===== src/rtl/mem_ctrl_pkg.sv =====
// Shared encodings for the byte-serial RAM port controller: bus widths,
// access sizes, RAM direction and FSM states.
package mem_ctrl_pkg;

  localparam int MemAddrBus = 32;
  localparam int RamAddrBus = 17;

  localparam logic [1:0] SizeByte = 2'b00;
  localparam logic [1:0] SizeHalf = 2'b01;
  localparam logic [1:0] SizeWord = 2'b10;

  localparam logic RamRead  = 1'b0;
  localparam logic RamWrite = 1'b1;

  typedef enum logic [1:0] {
    StIdle  = 2'b00,
    StRead  = 2'b01,
    StWrite = 2'b10,
    StResp  = 2'b11
  } state_e;

  // Byte count of an access; both word encodings map to four bytes.
  function automatic logic [2:0] size_to_count(input logic [1:0] size);
    logic [2:0] cnt;
    case (size)
      SizeByte: cnt = 3'd1;
      SizeHalf: cnt = 3'd2;
      default:  cnt = 3'd4;
    endcase
    return cnt;
  endfunction

endpackage


===== src/rtl/mem_ctrl.sv =====
// Arbitrates one byte-wide synchronous RAM between instruction fetch and the
// MEM stage, serialising 8/16/32-bit accesses into little-endian byte transfers.
module mem_ctrl
  import mem_ctrl_pkg::*;
#(
  parameter int ADDR_WIDTH     = MemAddrBus,
  parameter int RAM_ADDR_WIDTH = RamAddrBus
) (
  input  logic                      clk,
  input  logic                      rst,
  input  logic                      if_req,
  input  logic [ADDR_WIDTH-1:0]     if_addr,
  output logic                      if_done,
  output logic [31:0]               if_inst,
  input  logic                      mem_req,
  input  logic                      mem_we,
  input  logic [1:0]                mem_size,
  input  logic [ADDR_WIDTH-1:0]     mem_addr,
  input  logic [31:0]               mem_wdata,
  output logic                      mem_done,
  output logic [31:0]               mem_rdata,
  input  logic [7:0]                ram_din,
  output logic [7:0]                ram_dout,
  output logic [RAM_ADDR_WIDTH-1:0] ram_addr,
  output logic                      ram_wr,
  output logic                      busy
);

  state_e                    state_r;
  state_e                    state_nxt_s;
  logic                      owner_mem_r;
  logic [2:0]                nbytes_r;
  logic [2:0]                cyc_r;
  logic [RAM_ADDR_WIDTH-1:0] base_r;
  logic [31:0]               wdata_r;
  logic [31:0]               asm_r;
  logic [31:0]               asm_nxt_s;
  logic [7:0]                wbyte_s;
  logic [RAM_ADDR_WIDTH-1:0] next_addr_s;
  logic                      unused_addr_s;

  // Only the low address bits reach the RAM; modulo wrap of the full
  // address is identical in those bits, so the upper bits are not kept.
  assign unused_addr_s = ^{if_addr[ADDR_WIDTH-1:RAM_ADDR_WIDTH],
                           mem_addr[ADDR_WIDTH-1:RAM_ADDR_WIDTH]};

  // cyc_r counts cycles since the grant, so it is also the next byte index.
  assign next_addr_s = base_r + RAM_ADDR_WIDTH'(cyc_r);

  // Next-state logic; MEM wins arbitration, RESP never grants.
  always_comb begin
    state_nxt_s = state_r;
    case (state_r)
      StIdle: begin
        if (mem_req) begin
          state_nxt_s = (mem_we == RamWrite) ? StWrite : StRead;
        end else if (if_req) begin
          state_nxt_s = StRead;
        end else begin
          state_nxt_s = StIdle;
        end
      end
      StRead: begin
        if (cyc_r == (nbytes_r + 3'd1)) begin
          state_nxt_s = StResp;
        end else begin
          state_nxt_s = StRead;
        end
      end
      StWrite: begin
        if (cyc_r == nbytes_r) begin
          state_nxt_s = StResp;
        end else begin
          state_nxt_s = StWrite;
        end
      end
      StResp:  state_nxt_s = StIdle;
      default: state_nxt_s = StIdle;
    endcase
  end

  // Byte k of a read lands on ram_din in cycle k+2, i.e. while cyc_r == k+2.
  always_comb begin
    asm_nxt_s = asm_r;
    case (cyc_r)
      3'd2:    asm_nxt_s[7:0]   = ram_din;
      3'd3:    asm_nxt_s[15:8]  = ram_din;
      3'd4:    asm_nxt_s[23:16] = ram_din;
      3'd5:    asm_nxt_s[31:24] = ram_din;
      default: asm_nxt_s        = asm_r;
    endcase
  end

  // Store byte to present in the next cycle.
  always_comb begin
    wbyte_s = wdata_r[7:0];
    case (cyc_r)
      3'd1:    wbyte_s = wdata_r[15:8];
      3'd2:    wbyte_s = wdata_r[23:16];
      3'd3:    wbyte_s = wdata_r[31:24];
      default: wbyte_s = wdata_r[7:0];
    endcase
  end

  // State, request latches and all registered outputs.
  always_ff @(posedge clk) begin
    if (rst) begin
      state_r     <= StIdle;
      owner_mem_r <= 1'b0;
      nbytes_r    <= 3'd0;
      cyc_r       <= 3'd0;
      base_r      <= '0;
      wdata_r     <= 32'd0;
      asm_r       <= 32'd0;
      if_done     <= 1'b0;
      if_inst     <= 32'd0;
      mem_done    <= 1'b0;
      mem_rdata   <= 32'd0;
      ram_dout    <= 8'd0;
      ram_addr    <= '0;
      ram_wr      <= RamRead;
      busy        <= 1'b0;
    end else begin
      state_r  <= state_nxt_s;
      busy     <= (state_nxt_s != StIdle);
      if_done  <= 1'b0;
      mem_done <= 1'b0;
      case (state_r)
        StIdle: begin
          cyc_r <= 3'd1;
          asm_r <= 32'd0;
          if (mem_req) begin
            owner_mem_r <= 1'b1;
            nbytes_r    <= size_to_count(mem_size);
            base_r      <= mem_addr[RAM_ADDR_WIDTH-1:0];
            wdata_r     <= mem_wdata;
            ram_addr    <= mem_addr[RAM_ADDR_WIDTH-1:0];
            ram_dout    <= mem_wdata[7:0];
            ram_wr      <= mem_we;
          end else if (if_req) begin
            owner_mem_r <= 1'b0;
            nbytes_r    <= 3'd4;
            base_r      <= if_addr[RAM_ADDR_WIDTH-1:0];
            ram_addr    <= if_addr[RAM_ADDR_WIDTH-1:0];
            ram_wr      <= RamRead;
          end else begin
            ram_wr <= RamRead;
          end
        end
        StRead: begin
          cyc_r <= cyc_r + 3'd1;
          asm_r <= asm_nxt_s;
          ram_wr <= RamRead;
          if (cyc_r < nbytes_r) begin
            ram_addr <= next_addr_s;
          end
          if (state_nxt_s == StResp) begin
            if (owner_mem_r) begin
              mem_rdata <= asm_nxt_s;
              mem_done  <= 1'b1;
            end else begin
              if_inst <= asm_nxt_s;
              if_done <= 1'b1;
            end
          end
        end
        StWrite: begin
          cyc_r <= cyc_r + 3'd1;
          if (cyc_r < nbytes_r) begin
            ram_addr <= next_addr_s;
            ram_dout <= wbyte_s;
            ram_wr   <= RamWrite;
          end else begin
            ram_wr   <= RamRead;
            mem_done <= 1'b1;
          end
        end
        StResp: begin
          ram_wr <= RamRead;
        end
        default: begin
          ram_wr <= RamRead;
        end
      endcase
    end
  end

endmodule


===== config.mk =====
export PLATFORM = sky130hd
export DESIGN_NAME = mem_ctrl
export DESIGN_NICKNAME = d
export VERILOG_FILES = /design/src/rtl/mem_ctrl_pkg.sv /design/src/rtl/mem_ctrl.sv
export SDC_FILE = /design/constraint.sdc
export NUM_CORES = 1
export LEC_CHECK = 0
export BUFFER_PORTS_ARGS = -buffer_cell sky130_fd_sc_hd__buf_2
export CAP_MARGIN = 10
export CORE_ASPECT_RATIO = 1.4
export CORE_MARGIN = 4
export CORE_UTILIZATION = 53
export DETAILED_ROUTE_END_ITERATION = 16
export GPL_ROUTABILITY_DRIVEN = 0
export GPL_TIMING_DRIVEN = 0
export PLACE_DENSITY = 0.8
export SLEW_MARGIN = 5
export SYNTH_ARGS = -nofsm -noshare
export SYNTH_HDL_FRONTEND = slang
export SYNTH_SLANG_ARGS = --single-unit
export TNS_END_PERCENT = 100

===== constraint.sdc =====
create_clock -name clk -period 2.3 [get_ports clk]
set_clock_uncertainty 0.05 [all_clocks]
set_input_delay 0.345 -clock clk [delete_from_list [all_inputs] [get_ports clk]]
set_output_delay 0.345 -clock clk [all_outputs]
set_load 0.005 [all_outputs]

==> metrics.md <==
| Metric | Value |
|---|---|
| DP Wirelength | `16.2 mm` |
| Vias in the first global route | `7,218` |
| Pwr per Cell Area | `826 mW/mm^2` |
| Seq cells post-synth | `183` |
| Port Buffer Count | `164` |
| Crit path max fanout | `6` |
| Chip Height | `153 um` |
| Iter 0 DRT Violations | `447` |
| Slowest library cell on the worst path | `a21oi_1` |
| Clock latency on the worst-skew pair | `0.43 ns` |
| Core area | `0.0146 mm^2` |
| Status | `completed` |
| Clk sink count | `183` |
| Setup TNS Final | `0 ns` |
| Fin. Hold Viols | `0` |
| Routed wire length | `22.0 mm` |
| Largest net degree at the start of global routing | `17` |
| IO Count | `204` |
| Leak | `4.03 nW` |
| Post-Syn Instances | `886` |
| Die width | `111 um` |
| Layout Cells excl Fill | `1,271` |
| Cts bufs inserted | `17` |
| Crit path buf inv count | `0` |
| Layout cell share with drive strength beyond 1 | `24.3%` |
| DR pass1 iterations | `6` |
| Placed Cells | `1,239` |
| Global route overflow | `0` |
| Fill cells | `1,247` |
| WP data arrival | `2.56 ns` |
| Final core utilization | `66.3%` |
| Synthesized Nets | `1,014` |
| Nets | `1,197` |
| Crit path cell chain | `ha_1, fa_1, a21oi_1, nor3_1, nor3_1, a2111oi_0, a31o_2` |
| Largest stage delay, worst path | `0.45 ns` |
| Worst EP required | `2.57 ns` |
| DR vias | `7,216` |
| Worst Max-Slew Pin Slew | `0.735 ns` |
| Initial Util | `54.3%` |
| Pre-CTS setup slack | `-0.309 ns` |
| Final routed DRC violation total | `0` |
| First-pass GRT wire length | `35.7 mm` |
| Final period utilization | `99.5%` |
| Final WS setup | `0.0104 ns` |
| R2R Setup Slk | `0.01 ns` |
| CP Capture Type | `flop` |
| Max Fclk | `0.437 GHz` |
| Worst-case clock buffer depth | `2` |
| Register area share after synthesis | `46.3%` |
| RSZ-0062 raised after global routing | `yes` |
| Post-synthesis async set-or-reset flop share | `0%` |
| Top delay family on crit path | `compound AO/OA/AOI/OAI gates` |
| Worst vdd ir | `0.000522 V` |
| Die area | `0.0170 mm^2` |
| Worst Hold Class | `primary input to flop` |
| N_diodes | `0` |
| Setup violations, final | `0` |
| Number of synthesized flops with an enable pin | `0` |
| Register area | `0.00367 mm^2` |
| H-tree depth | `4` |
| Area Growth Syn to Fin | `22.0%` |
| Startpoint Class | `flop` |
| Footprint of the multi-input gates | `0.00387 mm^2` |
| Tmin final | `2.29 ns` |
| Worst path most repeated cell | `nor3_1` |
| Final slew viol count | `0` |
| Initial antenna violation count | `1` |
| Netlist cell types | `51` |
| Root buffer cell | `clkbuf_16` |
| Row Count | `52` |
| Avg Cell Area, Syn | `8.94 um^2` |
| Ys Warns | `0` |
| Average wire per standard cell | `17.3 um` |
| Max-cap violations | `0` |
| Post-synth top flop | `dfxtp_1` |
| GRT Total Usage | `25.6%` |
| Clk slew on worst S/H paths | `0.07 ns` |
| CTS tree | `done` |
| WS Path Type | `flop to flop` |
| Post-Syn Area | `0.00792 mm^2` |
| Via/cell ratio | `5.68` |
| Slew Limit Headroom | `51.0%` |
| ANT nets after route | `0` |
[path summary, 6_finish.rpt]
kind | start | cells past startpoint | endpoint
worst max-delay path | cyc_r[0] | 7 | ram_addr[4]
worst min-delay path | mem_wdata[19] | 3 | wdata_r[19]
worst max register to register | cyc_r[0] | 7 | ram_addr[4]
worst min register to register | wdata_r[16] | 2 | wdata_r[16]
[report_power, final]
| group | leakage, nW | switching, W | total [W] | internal [W] |
|---|---|---|---|---|
| Sequential | 1.49 | 0.000158 | 0.00358 | 0.00342 |
| Combinational | 2.25 | 0.000895 | 0.00145 | 0.000552 |
| Clock | 0.292 | 0.00128 | 0.00296 | 0.00168 |
[kinds of logic (layout without fill, tap and decap cells)]
kind of cell,count (synthesis),count (layout),share of synthesized area (%)
DFF,183,183,46.3
xor gates and xnor gates,13,13,1.61
muxes,50,50,6.32
adders and majority gates,17,17,2.78
AOI/OAI and AO/OA,238,238,22.5
buffers and inverters,95,291,5.37
and+or+nand+nor,290,290,15.2
[cells in the mapped netlist, drive strengths merged (5+ instances only)]
library cell | n | share of area, %
dfxtp | 183 | 46
nor2 | 136 | 6.4
nand2 | 106 | 5.0
a211oi | 87 | 9.6
a21oi | 61 | 3.9
mux2i | 50 | 6.3
clkbuf | 43 | 2.0
a22oi | 34 | 3.2
buf | 33 | 2.4
inv | 19 | 0.90
ha | 16 | 2.5
o211ai | 13 | 1.2
nor3 | 10 | 0.63
a222oi | 8 | 1.0
a221oi | 7 | 0.77
xnor2 | 7 | 0.77
and2 | 6 | 0.47
nand3 | 6 | 0.38
nand4 | 5 | 0.47
nor4 | 5 | 0.40
xor2 | 5 | 0.55
[final cells by class]
type	count	area share, %
buffer	74	3.94
clock buffer	20	4.73
clock inverter	12	1.44
inverter	19	0.738
multi-input combinational	608	40.1
sequential	183	38.0
tap	189	2.45
timing repair buffer	166	8.65
[worst min-delay path, cell delays in order]
cell and delay, ns:
buf_2 0.09, nand2_1 0.05, a21oi_1 0.05
[placed cells by master, fill, tap and decap left out, drive strengths merged, types with 7 or more instances in the layout]
cell type	netlist	final
buf	33	200
dfxtp	183	183
nor2	136	136
nand2	106	106
a211oi	87	87
a21oi	61	61
clkbuf	43	60
mux2i	50	50
a22oi	34	34
inv	19	23
ha	16	16
o211ai	13	13
nor3	10	10
a222oi	8	8
xnor2	7	7
a221oi	7	7
[registers in the layout, indices dropped and copies added, names as in the netlist, 2 cells and up]
register   count
asm_r         32
base_r        17
cyc_r          3
if_inst       32
mem_rdata     32
nbytes_r       3
ram_addr      17
ram_dout       8
state_r        2
wdata_r       32
[routing by layer]
| metal | part of all wire [%] | GRT usage [%] |
|---|---|---|
| met3 | 5.4 | 4.73 |
| met2 | 52 | 45.8 |
| met5 | 0.032 | 0 |
| met4 | 3.0 | 10.5 |
| met1 | 40 | 29.9 |
[per-stage QoR]
step | cell area [um^2] | hold slack (ns) | power [W]
2_1_floorplan | 7920 | 0.383 | 0.00453
3_3_place_gp | 8980 | 0.388 | 0.00502
3_5_place_dp | 8980 | 0.395 | 0.00505
4_1_cts | 9600 | 0.100 | 0.00797
5_1_grt | 9660 | 0.108 | 0.00834
6_report | 9660 | 0.105 | 0.00798
[what timing repair did]
action,CTS,global route
pin swaps,1,5
setup buffers,2,0
setup endpoints to repair,51,87
resized for setup,8,24
hold buffers,0,0
Power figures use the tool's default switching activity.
